==> src/rtl/ifu_fetch.sv <==
// ifu_fetch: instruction-fetch stage of the 5-stage MIPS pipeline.
// Owns the PC, drives a variable-latency req/ack instruction memory, and
// presents one instruction per transfer to the IF/ID register under the
// hazard unit's enable. Branch/jump redirects from D honour the delay slot.
//
// Optional feature macro: IFU_FETCH_BYPASS_EN
//   defined   : an ack arriving with en=1 is delivered combinationally and
//               consumed in the same cycle (1 instruction/cycle, zero-wait).
//   undefined : every fetch is registered in buf_q first (2 cycles/instr).
module ifu_fetch #(
  parameter logic [31:0] RESET_PC = 32'h0000_3000,
  parameter logic [31:0] PC_STEP  = 32'd4
) (
  input  logic        clk,
  input  logic        reset,
  input  logic        en,
  input  logic        redirect_valid,
  input  logic [31:0] redirect_pc,
  output logic        imem_req,
  output logic [31:0] imem_addr,
  input  logic        imem_ack,
  input  logic [31:0] imem_rdata,
  output logic [31:0] F_PC,
  output logic [31:0] F_instr,
  output logic        F_valid
);

  typedef enum logic {
    FETCH = 1'b0,
    HOLD  = 1'b1
  } state_t;

  state_t      state;
  state_t      state_nxt;

  logic [31:0] pc_q;
  logic [31:0] buf_q;
  logic        pend_q;
  logic [31:0] pend_pc_q;

  logic [31:0] redirect_tgt;
  logic [31:0] next_pc;
  logic        ack_bypass;
  logic        ack_capture;
  logic        consume;

  // Redirect targets are always word aligned; the low two bits are dropped.
  assign redirect_tgt = redirect_pc & 32'hFFFF_FFFC;

`ifdef IFU_FETCH_BYPASS_EN
  // Ack with en=1 in FETCH is handed straight through and consumed.
  // Gated by reset so nothing is presented while reset is asserted.
  assign ack_bypass = reset && (state == FETCH) && imem_ack && en;
`else
  assign ack_bypass = 1'b0;
`endif

  // Ack that is parked in buf_q rather than passed through.
  assign ack_capture = (state == FETCH) && imem_ack && !ack_bypass;

  // An instruction leaves the stage when IF/ID captures it.
  assign consume = ((state == HOLD) && en) || ack_bypass;

  // Next sequential/redirected PC: a live redirect beats a pending one,
  // which beats the sequential increment (wraps modulo 2^32).
  always_comb begin
    next_pc = pc_q + PC_STEP;
    if (redirect_valid) begin
      next_pc = redirect_tgt;
    end else if (pend_q) begin
      next_pc = pend_pc_q;
    end
  end

  // FSM state register.
  always_ff @(posedge clk or negedge reset) begin
    if (!reset) begin
      state <= FETCH;
    end else begin
      state <= state_nxt;
    end
  end

  // FSM next-state: wait for ack in FETCH, wait for en in HOLD.
  always_comb begin
    state_nxt = state;
    unique case (state)
      FETCH: if (ack_capture) state_nxt = HOLD;
      HOLD:  if (en)          state_nxt = FETCH;
    endcase
  end

  // FSM outputs: request while fetching, present buf_q while holding.
  always_comb begin
    imem_req  = 1'b0;
    imem_addr = pc_q & 32'hFFFF_FFFC;
    F_PC      = pc_q;
    F_valid   = 1'b0;
    F_instr   = '0;
    unique case (state)
      FETCH: begin
        // Reset low forces the request off even though state reads FETCH.
        imem_req = reset;
        if (ack_bypass) begin
          F_valid = 1'b1;
          F_instr = imem_rdata;
        end
      end
      HOLD: begin
        F_valid = 1'b1;
        F_instr = buf_q;
      end
    endcase
  end

  // PC advances only when the presented instruction is consumed.
  always_ff @(posedge clk or negedge reset) begin
    if (!reset) begin
      pc_q <= RESET_PC;
    end else if (consume) begin
      pc_q <= next_pc;
    end
  end

  // Fetched word is parked here until IF/ID takes it.
  always_ff @(posedge clk or negedge reset) begin
    if (!reset) begin
      buf_q <= '0;
    end else if (ack_capture) begin
      buf_q <= imem_rdata;
    end
  end

  // A redirect seen while nothing is consumed is remembered (last one wins)
  // so the in-flight instruction can still be delivered as the delay slot.
  always_ff @(posedge clk or negedge reset) begin
    if (!reset) begin
      pend_q    <= 1'b0;
      pend_pc_q <= '0;
    end else if (consume) begin
      pend_q    <= 1'b0;
    end else if (redirect_valid) begin
      pend_q    <= 1'b1;
      pend_pc_q <= redirect_tgt;
    end
  end

endmodule

==> config.mk <==
export PLATFORM = sky130hd
export DESIGN_NAME = ifu_fetch
export DESIGN_NICKNAME = d
export VERILOG_FILES = /design/src/rtl/ifu_fetch.sv
export SDC_FILE = /design/constraint.sdc
export NUM_CORES = 1
export LEC_CHECK = 0
export BUFFER_PORTS_ARGS = -buffer_cell sky130_fd_sc_hd__clkbuf_2
export CORE_ASPECT_RATIO = 0.8
export CORE_MARGIN = 2
export CORE_UTILIZATION = 30
export CTS_CLUSTER_SIZE = 24
export DETAILED_ROUTE_END_ITERATION = 8
export SLEW_MARGIN = 20
export SYNTH_ARGS = -nofsm -noshare
export SYNTH_HDL_FRONTEND = slang
export SYNTH_SLANG_ARGS = --single-unit
export TNS_END_PERCENT = 5
==> constraint.sdc <==
create_clock -name clk -period 1.7 [get_ports clk]
set_input_delay 0.255 -clock clk [delete_from_list [all_inputs] [get_ports clk]]
set_output_delay 0.255 -clock clk [all_outputs]
set_load 0.005 [all_outputs]
# Yosys cells after proc, flatten, opt, wreduce, memory -nomap -nowiden
# Cells that the tools add are included.
[classes]
addsub = 1
n_mux = 10
bitwise = 2
n_reduce_logical = 4
[op_table]
columns = ["op", "count"]
rows = [
  ["$mux W32", 2],
  ["$pmux W32 S2", 1],
  ["$add A32 B3 Y32 const B", 1],
  ["$mux W1", 5],
  ["$pmux W1 S2", 2],
  ["$logic_and A1 B1 Y1", 2],
  ["$not A1 Y1", 2],
  ["$reduce_and A2 Y1", 1],
  ["$reduce_bool A2 Y1", 1],
]
[totals]
register_bits = 96
in_bits = 69
output_inout_bits = 98
word_cells = 22

# Longest topological paths before layout
# Gate-level depths: netlist (run 1).
[logic_depth]
depth_word = 4
depth_mapped = 8
depth_no_buf = 6

# Worst setup path before layout (run 1)
# OpenSTA, ideal clock, no wires.
[synth_timing]
kind = "register to register"
startpoint = "register pc_q[2], in the netlist F_PC[2]"
endpoint = "register pc_q[28], in the netlist F_PC[28]"
setup_ps = 128
arrival_time_ps = 1640
t_required_ps = 1572
slack_ps = -67
stages_incl_launch_ff = 7
n_path_buf = 0
synth_period_minus_slack_ps = 1767
path_cell_list = "dfrtp_1 -> ha_1 -> nand3_1 -> or2_2 -> nor3_2 -> nand3_1 -> mux2i_1"
[synth_between]
elab_chain_len = 3
[synth_lines]
columns = ["element", "line", "rtl"]
rows = [
  ["start: declaration", "36", "logic [31:0] pc_q;"],
  ["start signal: assignment", "121", "pc_q <= next_pc;"],
  ["$add A32 B3 Y32", "67", "next_pc = pc_q + PC_STEP;"],
  ["$mux W32", "70", "end else if (pend_q) begin"],
  ["$mux W32", "68", "if (redirect_valid) begin"],
]
# Every way passes these cells.
# A chain may end at the register's enable or synchronous reset.

# Worst setup path after layout (run 1)
[layout_timing]
startpoint = "register pc_q[15], in the netlist F_PC[15]"
endpoint = "register pc_q[31], in the netlist F_PC[31]"
# The elaborated chain is that of the path after synthesis.

==> results of run 1 <==
flip-flops by register name (all words and copies together), names as in the netlist:
signal,cells
state,1
buf_q,32
pend_q,1
F_PC,30
pend_pc_q,30
final timing paths:
path	to	slack, ns	cells past startpoint
max reg2reg	F_PC[31]	-0.01	5
max in group asynchronous	F_PC[5]	0.78	3
min in group asynchronous	buf_q[7]	0.54	3
min reg2reg	buf_q[31]	0.50	1
max	F_PC[31]	-0.01	5
min	buf_q[31]	0.14	2
what timing repair did:
item | in CTS | in global routing
hold endpoints to repair | 21 | 0
gates resized for setup | 3 | 15
buffers inserted | 0 | 1
pin swaps | 1 | 7
hold buffers | 1 | 0
setup endpoints to repair | 5 | 20
Yosys cell counts, types with 2 or more instances:
library cell  instances
dfrtp_1              92
mux2_2               61
buf_4                34
and2_1               33
nor2_1               32
o21ai_0              29
nand2_1              28
clkbuf_1             20
a21oi_1              18
nand3_1              12
buf_2                10
inv_1                 8
a22oi_1               7
and3_1                7
nand4_1               7
nor3_1                6
a221oi_1              5
a31oi_1               5
mux2i_1               5
o22ai_1               5
xnor2_1               5
a221o_1               4
a22o_1                4
xor2_1                4
a211oi_1              3
nor2b_1               3
nor4_1                3
o221ai_1              3
o2bb2ai_1             3
o311ai_0              3
o31ai_1               3
or2_2                 3
and3_2                2
dfstp_2               2
nand3_4               2
nor4_4                2
o2111ai_1             2
worst max-delay path, cell delays in order (launching register included):
cell	delay [ns]
dfrtp_1	0.40
nand4_4	0.15
or3_4	0.43
nor4_4	0.31
nand3_1	0.16
mux2i_1	0.14
final cells by class:
type	instances	area share (%)
multi-input cells	332	37.1
well taps	220	4.11
flip-flops and latches	94	35.2
clock buffers	12	3.53
clock inverters	4	0.710
inverters	8	0.449
repair buffers	214	18.9
power by group:
part | total, mW | switching [mW] | internal [mW]
sequential | 3.18 | 0.413 | 2.77
clock | 2.00 | 0.859 | 1.14
combinational | 2.80 | 1.37 | 1.43
through the flow:
stage	setup TNS (ns)	total power, mW	cells	area (um^2)	utilization [%]
final	-0.0120	7.98	884	6690	40.1
after global routing	-0.700	8.52	884	6690	40.1
after CTS	-0.0782	8.04	883	6620	39.6
after detailed placement	-0.0168	6.01	866	6320	37.8
after global placement	-0.0241	5.91	866	6320	37.8
after floorplan	0	4.81	501	5210	-
logic make-up after synthesis:
kind of cell | count (synthesis)
simple gates | 147
xor+xnor | 9
mux | 66
other cells | 1
fa+ha+maj | 1
buf+inv | 75
compound gates | 105
flops | 94
layer usage:
metal | wire length, um | GRT usage [%] | vias to the layer above
met3 | 895 | 4.53 | 15
met4 | 225 | 4.44 | 0
met2 | 7110 | 27.0 | 135
met1 | 6590 | 22.1 | 2218
met5 | 0 | 0 | -
li1 | - | - | 2092
cells in the final DEF (no fill, tap or decap), types with 4 or more instances in the layout:
| master | Yosys | layout |
|---|---|---|
| dfrtp_1 | 92 | 91 |
| and2_1 | 33 | 33 |
| nor3_1 | 6 | 4 |
| mux2i_1 | 5 | 5 |
| and3_1 | 7 | 7 |
| clkbuf_16 | 0 | 9 |
| conb_1 | 1 | 4 |
| nand4_1 | 7 | 7 |
| a31oi_1 | 5 | 5 |
| mux2_2 | 61 | 61 |
| a221o_1 | 4 | 4 |
| nand2_1 | 28 | 28 |
| a22o_1 | 4 | 4 |
| xnor2_1 | 5 | 5 |
| a221oi_1 | 5 | 5 |
| a22oi_1 | 7 | 7 |
| buf_4 | 34 | 49 |
| o22ai_1 | 5 | 5 |
| nor2_1 | 32 | 30 |
| buf_12 | 0 | 4 |
| nand3_1 | 12 | 11 |
| clkbuf_2 | 0 | 159 |
| inv_1 | 8 | 8 |
| o21ai_0 | 29 | 28 |
| xor2_1 | 4 | 4 |
| a21oi_1 | 18 | 17 |
==> flow_summary_export.csv, run 1 <==
group,metric,value,unit
status,status,"finished with violations",
status,violations,"setup timing",
floorplan,ios,167,
drt,num_vias,4460,
hold_path,min_path_type,"in -> reg",
yosys,synth-seq-cells,94,
global_route,grt_pass1_vias,4509,
yosys,synth-seq-area-share,45.4,%
yosys,synth_mux_area_share,14.2,%
global_route,grt_max_degree,95,
yosys,syn_inst,498,
clock_network,clk_pin_slew,0.07,ns
run,cap_violations,0,
yosys,synth.distinct_cells,60,
floorplan,rows,42,
yosys,async_flop_share,100,%
drt,routed_wl,14800,um
yosys,synth_top_family_by_area,"simple AND/OR/NAND/NOR gates",
sta,max_freq,0.584,GHz
setup_path,worst-setup-path-type,"reg -> reg",
global_route,antenna_found_initial,0,
sta,skew,0.00952,ns
drt,antenna_left,0,
drt,firstDrtPassIters,4,
clock_network,clockRootBuffer,"clkbuf_16",
power,p_leak,3.10,nW
power,p_per_area,1190,nW/um^2
yosys,synth_top_area_cell,"dfrtp_1",
placed_design,port_buffers,160,
clock_network,cts_htree_levels,3,
clock_network,insertion_delay,0.35,ns
yosys,syn-cell-area,5190,um^2
yosys,synthXorXnorAreaFrac,1.52,%
yosys,yosys-top-cells-area,"dfrtp_1, mux2_2, buf_4",
global_route,grt.overflow.total,0,
sta,finalHoldWorstSlack,0.137,ns
sta,setup_viol,1,
setup_path,cp-end-kind,"flip-flop",
yosys,synthAdderAreaFrac,0.241,%
global_route,grt_usage,16.6,%
drt,drtIter0Drc,386,
final_layout,fillers,1712,
sta,maxSlewViolCount,0,
yosys,synth_compound_area_share,13.7,%
power,peakVddDrop,566,uV
placed_design,globalplace.congestion,0.810,
placed_design,dpl.hpwl,10900,um
final_layout,num_antenna_cells,0,
yosys,avgSynthCellArea,10.4,um^2
sta,hold_viol_final,0,
floorplan,die_area,18400,um^2
final_layout,area_growth,29.1,%
sta,maxSlewHeadroom,66.0,%
sta,rsz0062_at_grt,"yes",
floorplan,core-area,16700,um^2
floorplan,die_w,151,um
final_layout,regArea,2360,um^2
setup_path,critPathLaunchType,"flip-flop",
sta,tightest_slew,0.510,ns
setup_path,required,1.93,ns
setup_path,startpoint,"F_PC[15]",
setup_path,path_max_fanout,3,
hold_path,holdCritStartpoint,"imem_rdata[31]",
drt,vias_per_cell,5.05,
yosys,synth-edff-count,0,
floorplan,start_util,31.0,%
drt,drc,0,
clock_network,cts_tree,"done",
sta,layout_min_cycle_time,1.71,ns
setup_path,cp.arrival,1.94,ns
drt,routedWlPerCell,16.8,um
setup_path,rr_startpoint,"F_PC[15]",
yosys,synth_top_area_share,44.4,%
floorplan,die_h,122,um
clock_network,clockBufferDepth,2,
sta,worst_slack,-0.0120,ns
clock_network,clock-sinks,94,
placed_design,post-place-ws,-0.0133,ns
global_route,grt_first_pass_wirelength,23600,um
yosys,yosysWarnings,0,
sta,post-route-period-util,101,%
final_layout,drive_above_1_share,47.9,%
final_layout,final_nets,729,
yosys,synth_ff_type,"dfrtp_1",
yosys,synth-simple-area-share,16.2,%
clock_network,cts_made_buffers,9,
final_layout,multi_input_area,2480,um^2
Note: power is estimated with default switching activity, not from simulation.
==> run 2: changes to the inputs <==
Settings changed: BUFFER_PORTS_ARGS -buffer_cell sky130_fd_sc_hd__clkbuf_2 to -buffer_cell sky130_fd_sc_hd__buf_4.
==> flow_summary_export.csv, run 2 (same netlist as run 1, synthesis figures left out) <==
group,metric,value,unit
status,status,"finished clean",
drt,num_vias,4489,
clock_network,cts_tree,"done",
power,p_comb_share,37.3,%
power,p_per_area,1190,nW/um^2
clock_network,cts_htree_levels,3,
floorplan,rows,42,
floorplan,ios,167,
sta,maxSlewHeadroom,65.4,%
floorplan,die_h,122,um
drt,routed_wl,15300,um
setup_path,cp.depth,7,
global_route,grt_usage,16.7,%
setup_path,worst-setup-path-type,"reg -> reg",
final_layout,final_nets,737,
floorplan,start_util,31.0,%
final_layout,largest_register_ffs,32,
setup_path,critPathLaunchType,"flip-flop",
floorplan,core-area,16700,um^2
power,p_leak,3.29,nW
setup_path,crit_chain,"ha_2, nand3_4, nor4_4, buf_4, nand2_1, o31ai_1, o2bb2ai_1",
floorplan,die_area,18400,um^2
drt,drtIter0Drc,281,
drt,firstDrtPassIters,4,
global_route,grt_max_degree,95,
clock_network,clockBufferDepth,2,
sta,tightest_slew,0.519,ns
clock_network,clock-sinks,94,
drt,vias_per_cell,5.03,
setup_path,slowest_delay,0.40,ns
floorplan,die_w,151,um
sta,hold_viol_final,0,
run,cap_violations,0,
sta,rsz0062_at_grt,"yes",
sta,finalHoldWorstSlack,0.141,ns
setup_path,critical_path.top_delay_family,"simple AND/OR/NAND/NOR gates",
setup_path,cp.arrival,1.97,ns
clock_network,cts_made_buffers,9,
sta,setup_viol,0,
final_layout,final_common_cell,"buf_4",
sta,skew,0.0106,ns
global_route,grt.overflow.total,0,
drt,drc,0,
final_layout,regArea,2360,um^2
power,netSwitchingPower,2.71,mW
global_route,antenna_found_initial,0,
sta,max_freq,0.588,GHz
drt,antenna_left,0,
final_layout,multi_input_area,2520,um^2
hold_path,holdPathStages,2,
final_layout,fillers,1588,
setup_path,cp-end-kind,"flip-flop",
final_layout,num_antenna_cells,0,
sta,post-route-period-util,100,%
clock_network,clockRootBuffer,"clkbuf_16",
global_route,grt_first_pass_wirelength,23900,um
hold_path,min_path_type,"in -> reg",
sta,layout_min_cycle_time,1.70,ns
final_layout,final_cell_mix,"buf_4, dfrtp_1, mux2_2",
final_layout,area_growth,39.3,%
power,p_int,5.89,mW
final_layout,utilization,43.2,%
final_layout,largest-register,"buf_q",
power,p_clk_share,25.7,%
power,peakVddDrop,623,uV
placed_design,dpl.hpwl,11100,um
power,swShare,31.5,%
setup_path,crit_slowest_cell,"dfrtp_1",
power,power_frac_seq,37.0,%
clock_network,clk_pin_slew,0.07,ns
final_layout,drive_above_1_share,49.7,%
setup_path,reg2reg_depth,7,
setup_path,required,1.97,ns
setup_path,crit_buf_inv,1,
sta,maxSlewViolCount,0,
drt,routedWlPerCell,17.1,um
global_route,grt_pass1_vias,4464,
placed_design,port_buffers,160,
clock_network,insertion_delay,0.35,ns
setup_path,path_max_fanout,6,
placed_design,globalplace.congestion,0.852,
## run 2: per-layer routing
metal  vias to the layer above  track usage, %  routed length (um)
li1                       2101               -                   -
met1                      2233            22.7                6810
met2                       135            27.3                7430
met3                        20            3.33                 824
met4                         0            4.61                 227
met5                         -               0                   0
## run 2: area by class of cell
type,instances,share of cell area [%]
Clock inverter,6,1.18
Clock buffer,10,3.31
Inverter,8,0.416
Timing Repair Buffer,222,23.7
Multi-Input combinational cell,332,34.9
Tap cell,220,3.81
Sequential cell,94,32.6
## run 2: path summary, 6_finish.rpt
check	from	to	slack, ns
min in group asynchronous	reset	buf_q[7]	0.52
worst max register to register	F_PC[2]	F_PC[18]	0.0005
max in group asynchronous	reset	F_PC[5]	0.77
worst max-delay path	F_PC[2]	F_PC[18]	0.0005
worst min register to register	buf_q[4]	buf_q[4]	0.50
worst min-delay path	imem_rdata[9]	buf_q[9]	0.14
## run 2: power groups by stage
stage,Clock (mW),Sequential [mW],Combinational (mW)
finish,2.21,3.18,3.21
global route,2.34,3.25,3.52
CTS,2.26,3.16,3.18
detailed placement,0,3.20,3.16
global placement,0,3.17,3.11
floorplan,0,3.27,1.54
## run 2: per-stage QoR
| stage | cells | area, um^2 | setup slack (ns) | total power [mW] | TNS [ns] |
|---|---|---|---|---|---|
| finish | 892 | 7220 | 0.000480 | 8.60 | 0 |
| detailed placement | 869 | 6730 | -0.0603 | 6.36 | -0.177 |
| floorplan | 501 | 5210 | 0.0146 | 4.81 | 0 |
| CTS | 886 | 7090 | -0.0216 | 8.59 | -0.0505 |
| global route | 892 | 7220 | -0.0646 | 9.11 | -0.427 |
| global placement | 869 | 6730 | -0.0133 | 6.28 | -0.0258 |
## run 2: timing repair
| action | 4_1_cts | 5_1_grt |
|---|---|---|
| hold buffers | 1 | 0 |
| setup buffers | 0 | 6 |
| setup endpoints to repair | 10 | 23 |
| resized for setup | 7 | 22 |
| pin swaps | 3 | 13 |
| endpoints found under the hold margin | 15 | 0 |
